==> config.mk <==
export PLATFORM = sky130hd
export DESIGN_NAME = apb_master
export DESIGN_NICKNAME = d
export VERILOG_FILES = /design/src/rtl/apb_master.sv
export SDC_FILE = /design/constraint.sdc
export NUM_CORES = 1
export LEC_CHECK = 0
export CAP_MARGIN = 20
export CORE_MARGIN = 2
export CORE_UTILIZATION = 45
export DETAILED_ROUTE_END_ITERATION = 8
export GPL_TIMING_DRIVEN = 0
export PLACE_DENSITY_LB_ADDON = 0.15
export SLEW_MARGIN = 20
export SYNTH_ARGS = -nofsm -noshare
export SYNTH_HDL_FRONTEND = slang
export SYNTH_SLANG_ARGS = --single-unit
==> constraint.sdc <==
create_clock -name i_clk -period 2.45 [get_ports i_clk]
set_input_delay 0.3675 -clock i_clk [delete_from_list [all_inputs] [get_ports i_clk]]
set_output_delay 0.3675 -clock i_clk [all_outputs]
set_load 0.01 [all_outputs]
==> src/rtl/apb_master.sv <==
// APB master: accepts one command at a time through a valid/ready handshake,
// runs a single APB transfer (SETUP then ACCESS), and reports completion with
// a one-cycle response pulse. ACCESS is abandoned after TIMEOUT_CYCLES wait
// cycles and the response is flagged as a timeout error.
module apb_master #(
    parameter int ADDR_WIDTH     = 3,
    parameter int DATA_WIDTH     = 8,
    parameter int TIMEOUT_CYCLES = 15
) (
    input  logic                  i_clk,
    input  logic                  i_rst,
    input  logic                  i_cmd_valid,
    output logic                  o_cmd_ready,
    input  logic                  i_cmd_write,
    input  logic [ADDR_WIDTH-1:0] i_cmd_addr,
    input  logic [DATA_WIDTH-1:0] i_cmd_wdata,
    output logic                  o_rsp_valid,
    output logic [DATA_WIDTH-1:0] o_rsp_rdata,
    output logic                  o_rsp_err,
    output logic                  o_rsp_timeout,
    output logic                  o_psel,
    output logic                  o_penable,
    output logic                  o_pwrite,
    output logic [ADDR_WIDTH-1:0] o_paddr,
    output logic [DATA_WIDTH-1:0] o_pwdata,
    input  logic                  i_pready,
    input  logic                  i_pslverr,
    input  logic [DATA_WIDTH-1:0] i_prdata
);

    localparam int CNT_W = $clog2(TIMEOUT_CYCLES + 1);

    typedef enum logic [1:0] {
        ST_IDLE,
        ST_SETUP,
        ST_ACCESS
    } state_t;

    state_t                r_state,       w_state_nx;
    logic                  r_cmd_ready,   w_cmd_ready_nx;
    logic                  r_psel,        w_psel_nx;
    logic                  r_penable,     w_penable_nx;
    logic                  r_pwrite,      w_pwrite_nx;
    logic [ADDR_WIDTH-1:0] r_paddr,       w_paddr_nx;
    logic [DATA_WIDTH-1:0] r_pwdata,      w_pwdata_nx;
    logic                  r_rsp_valid,   w_rsp_valid_nx;
    logic [DATA_WIDTH-1:0] r_rsp_rdata,   w_rsp_rdata_nx;
    logic                  r_rsp_err,     w_rsp_err_nx;
    logic                  r_rsp_timeout, w_rsp_timeout_nx;
    logic [CNT_W-1:0]      r_cnt,         w_cnt_nx;

    // Next-state and next-output logic; every output is a register so the
    // APB and response pins never glitch on completer inputs.
    always_comb begin
        // NOTE: every signal gets a default before the case so no path can
        // leave one unassigned, which would infer a latch.
        w_state_nx       = r_state;
        w_cmd_ready_nx   = r_cmd_ready;
        w_psel_nx        = r_psel;
        w_penable_nx     = r_penable;
        w_pwrite_nx      = r_pwrite;
        w_paddr_nx       = r_paddr;
        w_pwdata_nx      = r_pwdata;
        w_rsp_valid_nx   = 1'b0;
        w_rsp_rdata_nx   = r_rsp_rdata;
        w_rsp_err_nx     = 1'b0;
        w_rsp_timeout_nx = 1'b0;
        w_cnt_nx         = r_cnt;

        case (r_state)
            ST_IDLE: begin
                // Ready rises one edge after reset release and stays up in IDLE.
                w_cmd_ready_nx = 1'b1;
                if (i_cmd_valid && r_cmd_ready) begin
                    w_cmd_ready_nx = 1'b0;
                    w_pwrite_nx    = i_cmd_write;
                    w_paddr_nx     = i_cmd_addr;
                    w_pwdata_nx    = i_cmd_wdata;
                    w_psel_nx      = 1'b1;
                    w_penable_nx   = 1'b0;
                    w_state_nx     = ST_SETUP;
                end
            end

            ST_SETUP: begin
                w_penable_nx = 1'b1;
                w_cnt_nx     = '0;
                w_state_nx   = ST_ACCESS;
            end

            ST_ACCESS: begin
                // A ready completer wins even on the edge the timeout would fire.
                if (i_pready) begin
                    w_state_nx     = ST_IDLE;
                    w_cmd_ready_nx = 1'b1;
                    w_psel_nx      = 1'b0;
                    w_penable_nx   = 1'b0;
                    w_rsp_valid_nx = 1'b1;
                    w_rsp_err_nx   = i_pslverr;
                    w_rsp_rdata_nx = r_pwrite ? '0 : i_prdata;
                end else if (r_cnt == CNT_W'(TIMEOUT_CYCLES - 1)) begin
                    w_state_nx       = ST_IDLE;
                    w_cmd_ready_nx   = 1'b1;
                    w_psel_nx        = 1'b0;
                    w_penable_nx     = 1'b0;
                    w_rsp_valid_nx   = 1'b1;
                    w_rsp_err_nx     = 1'b1;
                    w_rsp_timeout_nx = 1'b1;
                    w_rsp_rdata_nx   = '0;
                    w_cnt_nx         = CNT_W'(TIMEOUT_CYCLES);
                end else begin
                    w_cnt_nx = r_cnt + 1'b1;
                end
            end

            default: begin
                w_state_nx     = ST_IDLE;
                w_cmd_ready_nx = 1'b0;
                w_psel_nx      = 1'b0;
                w_penable_nx   = 1'b0;
            end
        endcase
    end

    // State and output registers; reset aborts any transfer without a response.
    always_ff @(posedge i_clk or posedge i_rst) begin
        if (i_rst) begin
            r_state       <= ST_IDLE;
            r_cmd_ready   <= 1'b0;
            r_psel        <= 1'b0;
            r_penable     <= 1'b0;
            r_pwrite      <= 1'b0;
            r_paddr       <= '0;
            r_pwdata      <= '0;
            r_rsp_valid   <= 1'b0;
            r_rsp_rdata   <= '0;
            r_rsp_err     <= 1'b0;
            r_rsp_timeout <= 1'b0;
            r_cnt         <= '0;
        end else begin
            // NOTE: non-blocking assignments so every register samples the
            // pre-edge values, independent of statement order.
            r_state       <= w_state_nx;
            r_cmd_ready   <= w_cmd_ready_nx;
            r_psel        <= w_psel_nx;
            r_penable     <= w_penable_nx;
            r_pwrite      <= w_pwrite_nx;
            r_paddr       <= w_paddr_nx;
            r_pwdata      <= w_pwdata_nx;
            r_rsp_valid   <= w_rsp_valid_nx;
            r_rsp_rdata   <= w_rsp_rdata_nx;
            r_rsp_err     <= w_rsp_err_nx;
            r_rsp_timeout <= w_rsp_timeout_nx;
            r_cnt         <= w_cnt_nx;
        end
    end

    assign o_cmd_ready   = r_cmd_ready;
    assign o_psel        = r_psel;
    assign o_penable     = r_penable;
    assign o_pwrite      = r_pwrite;
    assign o_paddr       = r_paddr;
    assign o_pwdata      = r_pwdata;
    assign o_rsp_valid   = r_rsp_valid;
    assign o_rsp_rdata   = r_rsp_rdata;
    assign o_rsp_err     = r_rsp_err;
    assign o_rsp_timeout = r_rsp_timeout;

endmodule

* Word level (Yosys, flattened, before mapping) *
Index checks and enable logic that the tools add are counted.

word-level totals
  register bits after elaboration = 32
  input bits = 25
  word-level logic and storage cells = 57

cells by class
  $add $sub $neg = 1
  equality and inequality tests = 6
  mux-type cells = 27
  bitwise gates (word level) = 1
  reductions and logical operators = 10

operators with widths
  operator                                                                count
  8-bit two-way mux                                                       3
  1-bit two-way mux                                                       14
  2-bit AND reduction                                                     5
  1-bit case mux with 3 select lines                                      3
  4-bit two-way mux                                                       2
  4-bit case mux with 2 select lines                                      1
  2-bit two-way mux                                                       3
  2-bit case mux with 3 select lines                                      1
  4-bit by 1-bit adder with 4-bit output (second input constant)          1
  4-bit equality test (second input constant)                             1
  2-bit inequality test (second input constant)                           2
  2-bit nonzero test                                                      2
  3-bit inequality test (second input constant)                           1
  3-bit AND reduction                                                     1
  2-bit by 1-bit equality test with 1-bit output (second input constant)  1
  2-bit equality test (second input constant)                             1
  2-bit logical NOT                                                       1
  1-bit logical AND                                                       1
  1-bit inverter                                                          1

* Longest topological paths before layout *
  word-level depth = 4
  gate-level depth with buffers = 6
  mapped depth without buffers = 5

* Worst setup path after synthesis *
OpenSTA, ideal clock, no wires.

  path type = register to register
  start point = reg r_state[0]
  end point = reg r_paddr[0], in the netlist o_paddr[0]
  setup time = 0.125 ns
  data arrival time = 1.321 ns
  required time = 2.325 ns
  path slack = 1.004 ns
  stages on the path, launching flop included = 6
  path buffers = 3
  period minus slack after synthesis = 1.446 ns
  cells stage by stage = dfrtp_1 > buf_6 > nor4bb_1 > buf_4 > buf_12 > mux2_4

on the way
  cells in the longest elaborated chain, start to end = 2

RTL lines
  element                               RTL line  text
  from (decl)                           39        state_t r_state, w_state_nx;
  from (signal assigned)                143       r_state <= w_state_nx;
  2-bit logical NOT                     70        case (r_state)
  2-bit AND reduction (no source line)  --
  to (signal assigned)                  148       r_paddr <= w_paddr_nx;
  to (decl)                             44        logic [ADDR_WIDTH-1:0] r_paddr, w_paddr_nx;

No other way between the ends.
A chain may end at the register's enable or synchronous reset.

==> impl_metrics.tcl <==
set metrics [dict create \
    status "completed" \
    min_period_over_period_pct 70.4 \
    regArea_um2 776 \
    synthTopCellsByArea "dfrtp_1 58%, mux2_4 7.9%, a22o_1 5.2%" \
    async_flop_share_pct 100 \
    cap_violations 0 \
    finalSetupViolations 0 \
    synth_top_area_cell "dfrtp_1" \
    die_height_um 58.5 \
    multiInputGateArea_um2 500 \
    initial_core_util_pct 48.1 \
    synth_edf_count 0 \
    critPathTopFamily "buffers and inverters" \
    synth.top_cells.by_count "31 x dfrtp_1, 8 x a21oi_1, 8 x a22o_1" \
    synthToLayoutAreaGrowth_pct 45.0 \
    utilization_pct 69.8 \
    drv_slew 0 \
    drt_wl_total_mm 2.94 \
    hold_viol 0 \
    viasPerCell 5.23 \
    r2r-start "r_state[0]" \
    drt-pass1-iter-count 2 \
    cts_post_setup_buffers_inserted 0 \
    rows 19 \
    r2r_setup_slack_ns 0.91 \
    cp-startpoint "r_state[1]" \
    clk_latency_ns 0.34 \
    start_kind "flop" \
    fin_cells 188 \
    cp.buffers_inverters 1 \
    dr.first_iter.drc_count 24 \
    ys_seq_area_share_pct 57.9 \
    diodes 0 \
    remaining_drc_errors 0 \
    busiest_layer "met2" \
    clock_path_buffers 2 \
    cts_hold_buf 0 \
    ys_ff_latch 31 \
    p_leak_nw 0.851 \
    critPathCaptureType "primary output" \
    required_ns 2.08 \
    cts_tree "done" \
    synth.most_common_cell "dfrtp_1" \
    arrival_ns 1.36 \
    netlist_area_um2 1340 \
    cp_slowest_cell "clkdlybuf4s50_1" \
    syn_avg_cell_area_um2 13.4 \
    grt_max_degree 32 \
    postCtsResizedCells 0 \
    critical_path.max_stage_delay_ns 0.57 \
    die_area_um2 3430 \
    grt_usage_pct 19.7 \
    rr_worst_depth 5 \
    gr-total-overflow 0 \
    avgRoutedWirePerCell_um 15.6 \
    gp_congestion 0.701 \
    tns_ns 0 \
    synth_top_area_share_pct 57.9 \
    antenna_found_initial 0 \
    postRouteAntennaNets 0 \
    path_clk_slew_ns 0.11 \
    grt_pass1_vias 1077 \
    max-vdd-ir-drop_uv 1050 \
    endpoint "o_penable" \
    hold_class "input port to async pin" \
    holdWs_ns 0.426 \
    met1_usage_pct 23.9 \
    path_max_fanout 4 \
    synthCells 100 \
    vias 984 \
    setup_ws_ns 0.724 \
    clock_sinks 31 \
    ys_types 30 \
    worst-path-stages 1 \
    nets 183 \
    die_x_um 58.5 \
    io_buffers 49 \
    hpwl_mm 2.04 \
    grt_pass1_wl_mm 4.99 \
    h-tree-depth 2 \
    drive_above_1_share_pct 19.7 \
    finalClockSkew_ns 0.0120 \
    slew_headroom_pct 56.6 \
    timing.fmax_mhz 579 \
    tightest_slew_ns 0.650 \
    cts_buffers 5 \
    synth_ff_type "dfrtp_1" \
    preCtsSetupSlack_ns 0.563 \
    met2_usage_pct 31.9 \
    syn-num-nets 127 \
    yosysWarnings 0 \
    grtUsageMet3_pct 7.69 \
    path_class "flop to primary output" \
    r2r_end "o_pwdata[5]" \
    placed_cells 180 \
    fin_crit_ns 1.73 \
    fillers 203 \
    rsz0062_at_grt "false" \
    io_pins 51 \
    root_buffer "clkbuf_4" \
    coreArea_um2 2780 \
    p_per_area_nw_per_um2 1180 \
    cp_cell_sequence "clkdlybuf4s50_1" \
]
cell usage in the layout, fill, tap and decap left out, types with 3 or more instances in the layout:
cell and count:
a21oi_1 8, dfrtp_1 31, a22o_1 8, clkbuf_4 5
nand2_1 4, mux2_4 7, clkdlybuf4s50_1 49, inv_1 3
nor2_1 4, mux2_2 5
sequential cells by signal, indices dropped and copies added (netlist names), 2 cells and up:
register	cells
o_pwdata	8
o_rsp_rdata	8
r_cnt	4
o_paddr	3
r_state	2
kinds of logic after synthesis:
kind of cell    Yosys count  synth area share, %
buf+inv                   9                 4.67
fa+ha+maj                 2                 1.87
compound gates           26                 13.6
mux                      13                 12.8
flops                    31                 57.9
simple gates             19                 9.16
metal layers:
metal	part of all wire (%)	routed length (um)
met5	0	0
met4	1.1	32
met3	6.1	180
met2	50	1480
met1	42	1250
power breakdown:
group          switching, mW  internal [mW]  total [mW]
registers              0.134          0.723       0.857
clock network          0.187          0.168       0.354
logic                  0.406          0.669        1.07
total                  0.726           1.56        2.29
worst min-delay path by stage:
stage / endpoint / slack (ns)
6_report: o_psel / 0.43
2_1_floorplan: o_cmd_ready / 0.47
3_5_place_dp: o_pwdata[2] / 0.49
4_1_cts: o_rsp_rdata[1] / 0.44
3_3_place_gp: o_paddr[2] / 0.49
5_1_grt: o_pwdata[3] / 0.48
stage by stage:
step                cell area (um2)  power, mW
floorplan                      1340       1.41
global placement               1870       1.91
detailed placement             1870       1.94
CTS                            1940       2.31
global route                   1940       2.41
finish                         1940       2.29
cell type report:
type / instances / area share (%)
inverters: 4 / 0.774
flip-flops and latches: 31 / 40.0
repair buffers: 49 / 25.3
well taps: 31 / 2.00
clock buffers: 7 / 3.35
multi-input cells: 60 / 25.8
clock inverters: 1 / 0.387
plain buffers: 5 / 2.45
No activity file was read; power rests on OpenSTA's default activity.
